[src/rtl/axi_pkg.sv]
// Shared AXI definitions for the DDR read/write masters: engine state encodings and fixed AXI field values.
package axi_pkg;

    typedef enum logic [2:0] {
        ST_IDLE    = 3'd0,
        ST_WA_WAIT = 3'd1,
        ST_WA      = 3'd2,
        ST_W_WAIT  = 3'd3,
        ST_W       = 3'd4,
        ST_B       = 3'd5
    } wr_state_t;

    localparam logic [1:0] AXI_BURST_INCR = 2'b01;
    localparam logic [3:0] AXI_CACHE_DEF  = 4'b0010;
    localparam logic [1:0] AXI_RESP_OKAY  = 2'b00;

endpackage

[src/rtl/axi_master_wr.sv]
// AXI4 write master: one INCR burst per wr_start (AW, wr_len+1 W beats, B), data pulled from a show-ahead FIFO.
module axi_master_wr
    import axi_pkg::*;
#(
    parameter int         AXI_WIDTH  = 256,
    parameter logic [2:0] AXI_AXSIZE = 3'b101
) (
    input  logic                   clk,
    input  logic                   rst_n,
    input  logic                   wr_start,
    input  logic [28:0]            wr_addr,
    input  logic [7:0]             wr_len,
    input  logic [AXI_WIDTH-1:0]   wr_data,
    output logic                   wr_ready,
    output logic                   wr_done,
    output logic                   wr_err,
    output logic                   m_axi_w_handshake,
    output logic [3:0]             m_axi_awid,
    output logic [28:0]            m_axi_awaddr,
    output logic [7:0]             m_axi_awlen,
    output logic [2:0]             m_axi_awsize,
    output logic [1:0]             m_axi_awburst,
    output logic                   m_axi_awlock,
    output logic [3:0]             m_axi_awcache,
    output logic [2:0]             m_axi_awprot,
    output logic [3:0]             m_axi_awqos,
    output logic                   m_axi_awvalid,
    input  logic                   m_axi_awready,
    output logic [AXI_WIDTH-1:0]   m_axi_wdata,
    output logic [AXI_WIDTH/8-1:0] m_axi_wstrb,
    output logic                   m_axi_wlast,
    output logic                   m_axi_wvalid,
    input  logic                   m_axi_wready,
    input  logic [3:0]             m_axi_bid,
    input  logic [1:0]             m_axi_bresp,
    input  logic                   m_axi_bvalid,
    output logic                   m_axi_bready
);

    wr_state_t  state;
    logic [7:0] beat_cnt;
    logic       w_hs;
    logic       unused_bid;

    assign unused_bid = ^m_axi_bid;

    assign m_axi_awid    = '0;
    assign m_axi_awsize  = AXI_AXSIZE;
    assign m_axi_awburst = AXI_BURST_INCR;
    assign m_axi_awlock  = 1'b0;
    assign m_axi_awcache = AXI_CACHE_DEF;
    assign m_axi_awprot  = '0;
    assign m_axi_awqos   = '0;
    assign m_axi_wstrb   = '1;
    assign m_axi_wdata   = wr_data;

    assign w_hs              = m_axi_wvalid & m_axi_wready;
    assign m_axi_w_handshake = w_hs;
    assign m_axi_wlast       = m_axi_wvalid & (beat_cnt == m_axi_awlen);
    assign wr_ready          = (state == ST_IDLE);

    always_ff @(posedge clk or negedge rst_n) begin
        if (!rst_n) begin
            state         <= ST_IDLE;
            m_axi_awaddr  <= '0;
            m_axi_awlen   <= '0;
            m_axi_awvalid <= 1'b0;
            m_axi_wvalid  <= 1'b0;
            m_axi_bready  <= 1'b0;
            beat_cnt      <= '0;
            wr_done       <= 1'b0;
            wr_err        <= 1'b0;
        end else begin
            wr_done <= 1'b0;
            wr_err  <= 1'b0;
            case (state)
                ST_IDLE: begin
                    if (wr_start) state <= ST_WA_WAIT;
                end
                ST_WA_WAIT: begin
                    m_axi_awaddr  <= wr_addr;
                    m_axi_awlen   <= wr_len;
                    m_axi_awvalid <= 1'b1;
                    state         <= ST_WA;
                end
                ST_WA: begin
                    if (m_axi_awready) begin
                        m_axi_awvalid <= 1'b0;
                        state         <= ST_W_WAIT;
                    end
                end
                ST_W_WAIT: begin
                    beat_cnt     <= '0;
                    m_axi_wvalid <= 1'b1;
                    state        <= ST_W;
                end
                ST_W: begin
                    // The last beat leaves beat_cnt at awlen so a 256-beat burst never wraps.
                    if (w_hs) begin
                        if (m_axi_wlast) begin
                            m_axi_wvalid <= 1'b0;
                            m_axi_bready <= 1'b1;
                            state        <= ST_B;
                        end else begin
                            beat_cnt <= beat_cnt + 8'd1;
                        end
                    end
                end
                ST_B: begin
                    if (m_axi_bvalid && m_axi_bready) begin
                        m_axi_bready <= 1'b0;
                        wr_done      <= 1'b1;
                        wr_err       <= (m_axi_bresp != AXI_RESP_OKAY);
                        state        <= ST_IDLE;
                    end
                end
                default: state <= ST_IDLE;
            endcase
        end
    end

endmodule
[config.mk]
export PLATFORM = sky130hd
export DESIGN_NAME = axi_master_wr
export DESIGN_NICKNAME = d
export VERILOG_FILES = /design/src/rtl/axi_pkg.sv /design/src/rtl/axi_master_wr.sv
export SDC_FILE = /design/constraint.sdc
export NUM_CORES = 1
export LEC_CHECK = 0
export BUFFER_PORTS_ARGS = -buffer_cell sky130_fd_sc_hd__buf_2
export CAP_MARGIN = 20
export CORE_AREA = 2 2 258 260
export CTS_BUF_LIST = sky130_fd_sc_hd__clkbuf_4
export CTS_CLUSTER_SIZE = 16
export DETAILED_ROUTE_END_ITERATION = 8
export DIE_AREA = 0 0 260 262
export HOLD_SLACK_MARGIN = 0.02
export MAX_ROUTING_LAYER = met4
export PLACE_DENSITY = 0.3
export SYNTH_ARGS = -nofsm -noshare
export SYNTH_HDL_FRONTEND = slang
export SYNTH_SLANG_ARGS = --single-unit
[constraint.sdc]
create_clock -name clk -period 3.4 [get_ports clk]
set_clock_uncertainty 0.2 [all_clocks]
set_input_delay 0.51 -clock clk [delete_from_list [all_inputs] [get_ports clk]]
set_output_delay 0.51 -clock clk [all_outputs]
set_load 0.05 [all_outputs]
-- Yosys cells after proc, flatten, opt, wreduce, memory -nomap -nowiden
Cells that the tools add are included.
- register bits after elaboration: 53
- input port bits: 305
- output and inout port bits: 354
- logic and storage cells: 57
- $add $sub $neg: 1
- equal/unequal tests: 12
- mux-type cells: 22
- bitwise gates (word level): 2
- reduce and logical (&&, ||, !) cells: 11
- operators with widths (operator ; number):
    case mux 3 bit (6 select lines) ; 1
    2-to-1 mux 8 bit ; 2
    case mux 8 bit (2 select lines) ; 1
    2-to-1 mux 3 bit ; 5
    != test 2 bit (second input constant) ; 6
    2-to-1 mux 1 bit ; 10
    adder 8 x 1 -> 8 bit (second input constant) ; 1
    == test 8 bit ; 1
    nonzero test 2 bit ; 4
    == test 3 x 2 -> 1 bit (second input constant) ; 2
    == test 3 bit (second input constant) ; 2
    case mux 1 bit (2 select lines) ; 3
    AND reduction 3 bit ; 2
    AND reduction 5 bit ; 1
    AND reduction 4 bit ; 1
    == test 3 x 1 -> 1 bit (second input constant) ; 1
    zero test 3 bit ; 1
    AND 1 bit ; 2
    AND reduction 2 bit ; 1
    logical AND 1 bit ; 1

-- Longest topological paths before layout
- word-level depth: 5
- gate-level depth with buffers: 7
- gate-level depth less buffers: 6

-- Least setup slack after synthesis
OpenSTA, ideal clock, no wires.
- kind: register to output
- from: reg state[1]
- to: out wr_ready
- arrival: 1802 ps
- required time: 2690 ps
- slack: 888 ps
- stages on the path, launching flop included: 3
- path buffers: 1
- cell sequence: dfrtp_1 clkbuf_1 nor3_1
- word-level cells in the longest chain between the ends: 1
- RTL lines (element ; line ; RTL):
    start, declared ; axi_master_wr.sv:40 ; wr_state_t state;
    start signal, assigned ; axi_master_wr.sv:64 ; state <= ST_IDLE;
    start signal, assigned ; axi_master_wr.sv:78 ; if (wr_start) state <= ST_WA_WAIT;
    start signal, assigned ; axi_master_wr.sv:84 ; state <= ST_WA;
    zero test 3 bit ; axi_master_wr.sv:60 ; assign wr_ready = (state == ST_IDLE);
    end, declared ; axi_master_wr.sv:14 ; output logic wr_ready,
Every way passes these cells.

-- Final worst setup path
- from: reg beat_cnt[4]
- to: out m_axi_wlast
- word-level cells in the longest chain between the ends: 2
- RTL lines (element ; line ; RTL):
    start, declared ; axi_master_wr.sv:41 ; logic [7:0] beat_cnt;
    start signal, assigned ; axi_master_wr.sv:105 ; beat_cnt <= beat_cnt + 8'd1;
    == test 8 bit ; axi_master_wr.sv:59 ; assign m_axi_wlast = m_axi_wvalid & (beat_cnt == m_axi_awlen);
    AND 1 bit ; axi_master_wr.sv:59 ;
    end, declared ; axi_master_wr.sv:31 ; output logic m_axi_wlast,
Every way passes these cells.

==> impl_metrics.csv <==
group,metric,value,unit
drt,wirelength,20900,µm
worst_hold_path,hold_end,"m_axi_wvalid",
drt,dr.pass1.iters,4,
worst_hold_path,holdPathStages,3,
grt,grt_pass1_wl,24800,µm
timing,max_slew_margin,58.4,%
worst_setup_path,worstSetupEndpointType,"output pin",
worst_setup_path,worstPathMaxFanout,8,
flow_run,maxCapViolations,0,
worst_setup_path,cp_slowest_stage_delay,0.53,ns
final_layout,fin_util,7.04,%
synthesis,avgSynthCellArea,9.45,µm²
final_layout,area_growth,-2.91,%
cts,cts_buffers,5,
timing,rsz0062_at_grt,"false",
floorplanning,die_y,262,µm
power,p_leak,0.00197,µW
cts,postCtsHoldBufs,40,
timing,hold_viol_final,0,
floorplanning,rows,94,
drt,drtIter0Drc,142,
synthesis,syn_area,4740,µm²
cts,postCtsSetupRepairBufs,0,
synthesis,synth_edf_count,0,
floorplanning,start_util,7.26,%
timing,finalWorstPathRequiredPeriod,2.76,ns
cts,clock_latency,0.55,ns
place,dp.cells,1191,
synthesis,synth_cells,501,
worst_setup_path,r2r_slack,1.06,ns
worst_setup_path,crit_chain,"xnor2_1 -> nand3_1 -> nor3_4 -> buf_2",
floorplanning,die_w,260,µm
synthesis,ys.flop_type,"dfrtp_1",
grt,first_global_vias,2539,
cts,htreeDepth,2,
grt,overflow,0,
grt,grtUsageTotal,5.92,%
timing,drv_slew,0,
drt,routedWlPerCell,16.8,µm
cts,cts_tree,"yes",
drt,dr_total_vias,2558,
worst_setup_path,timing.rr.end,"wr_err",
synthesis,ys_ff_latch,53,
place,placed_cell_area,4120,µm²
worst_setup_path,reg2reg_from,"state[1]",
power,peakVddDrop,0.000137,V
worst_setup_path,worst_ep_arrival_time,2.05,ns
cts,cts.clk_slew.worst_paths,0.29,ns
cts,clockBufferDepth,2,
final_layout,finalNonFillerCells,1244,
worst_hold_path,worst_hold_path_type,"in2reg",
timing,tightestPinTransition,0.624,ns
floorplanning,core_area,65300,µm²
worst_hold_path,hp-start,"m_axi_wready",
final_layout,final.fill_count,7674,
floorplanning,die-area,68100,µm²
timing,setup-tns-final,0,ns
place,place.gp.congestion,0.666,
synthesis,yosysWarnings,0,
final_layout,final_common_cell,"buf_2",
run_status,status,"finished, final reports clean",
final_layout,fin_area,4600,µm²
grt,grt_max_degree,54,
final_layout,fin_nets,680,
synthesis,ys_types,41,
synthesis,seq_area_frac_synth,28.0,%
cts,cts_repair_resize_count,0,
place,portBuffers,89,
grt,antenna_found_initial,2,
drt,vias_per_cell,2.06,
cts,root_buffer,"clkbuf_4",
timing,setup_violations,0,
power,power.density,360,nW/µm²
timing,holdWs,0.113,ns
timing,fmax,363,MHz
synthesis,synthArstFlopShare,100,%
drt,antenna_left,0,
floorplanning,ios,659,
place,dpl.hpwl,17300,µm
worst_setup_path,critPathLaunchType,"flop",
worst_setup_path,path_class,"reg2out",
cts,cts_sinks,53,
timing,finalCritPeriodShare,81.0,%
drt,drc_errors,0,
final_layout,drive_above_1_share,38.4,%
worst_setup_path,crit_required,2.69,ns
final_layout,layout_common_cells,"buf_2 (89), conb_1 (53), dfrtp_1 (53), dlygate4sd3_1 (40), mux2_2 (34)",
worst_setup_path,crit_slowest_cell,"dfrtp_1",
worst_setup_path,r2r_cells,4,
per-stage QoR:
step                power [µW]  setup WS (ns)
global placement          1210           1.19
finish                    1660          0.645
detailed placement        1210           1.19
floorplan                 1970          0.888
CTS                       1730          0.497
global route              1810          0.425
routing by layer:
metal | GRT usage (%) | wire (µm)
met2 | 9.55 | 10100
met3 | 6.24 | 4840
met5 | - | 0
met4 | 4.18 | 1400
met1 | 3.50 | 4530
worst max-delay path, delay by kind of cell, from the launching register on:
family / cells / cell delay (ns)
buffers and inverters: 1 / 0.29
AND/OR/NAND/NOR: 2 / 0.47
flip-flops: 1 / 0.53
XOR/XNOR: 1 / 0.19
worst max-delay path by stage:
stage                      from          end  slack (ns)  cells past startpoint
CTS                 beat_cnt[4]  m_axi_wlast        0.50                      4
detailed placement     state[1]     wr_ready        1.19                      2
floorplan              state[1]     wr_ready        0.89                      2
global route        beat_cnt[4]  m_axi_wlast        0.42                      4
global placement       state[1]     wr_ready        1.19                      2
finish              beat_cnt[4]  m_axi_wlast        0.64                      4
cells in the mapped netlist, types with 2 or more instances:
library cell / instances / area share, %
buf_4: 312 / 49
dfrtp_1: 53 / 28
mux2_2: 34 / 8.1
nand2_1: 14 / 1.1
nand3_1: 11 / 1.2
o21ai_0: 9 / 0.95
xnor2_1: 9 / 1.7
a21oi_1: 5 / 0.53
buf_2: 4 / 0.42
nor2_1: 4 / 0.32
a31oi_1: 3 / 0.40
mux2_1: 3 / 0.71
nor3_1: 3 / 0.32
a311o_1: 2 / 0.42
and3_1: 2 / 0.26
conb_1: 2 / 0.16
inv_1: 2 / 0.16
inv_2: 2 / 0.16
nand2b_1: 2 / 0.26
nor3_4: 2 / 0.69
o311ai_0: 2 / 0.37
or4_1: 2 / 0.32
area by class of cell:
cell class / instances / area [µm²] / area share [%]
clock inverter: 3 / 28.8 / 0.626
timing repair buffer: 133 / 888 / 19.3
multi-input combinational: 177 / 1210 / 26.3
clock buffer: 5 / 37.5 / 0.816
sequential: 53 / 1330 / 28.8
inverter: 4 / 15.0 / 0.327
tap: 864 / 1080 / 23.5
antenna: 5 / 12.5 / 0.272
cell families (layout without fill, tap and decap cells):
family,after synthesis,count (layout),synth area share (%)
buffers and inverters,322,145,50.5
AND/OR/NAND/NOR,54,54,7.58
flip-flops,53,53,28.0
multiplexers,37,37,8.80
AO/OA/AOI/OAI,23,23,3.01
XOR/XNOR,9,9,1.66
other,2,58,0.159
adder cells (fa/ha/maj),1,1,0.264
power by group:
| part | leakage [µW] | total [µW] | internal (µW) | switching, µW |
|---|---|---|---|---|
| logic | 0.00123 | 452 | 159 | 293 |
| clock network | 0.0000381 | 428 | 91.9 | 336 |
| registers | 0.000706 | 776 | 682 | 93.9 |
| total | 0.00197 | 1660 | 933 | 723 |
state kept, by name (all words and copies together) (netlist names):
| signal | count |
|---|---|
| m_axi_awaddr | 29 |
| beat_cnt | 8 |
| m_axi_awlen | 8 |
| state | 3 |
| m_axi_awvalid | 1 |
| m_axi_bready | 1 |
| m_axi_wvalid | 1 |
| wr_done | 1 |
| wr_err | 1 |
Note: power is estimated with default switching activity, not from simulation.
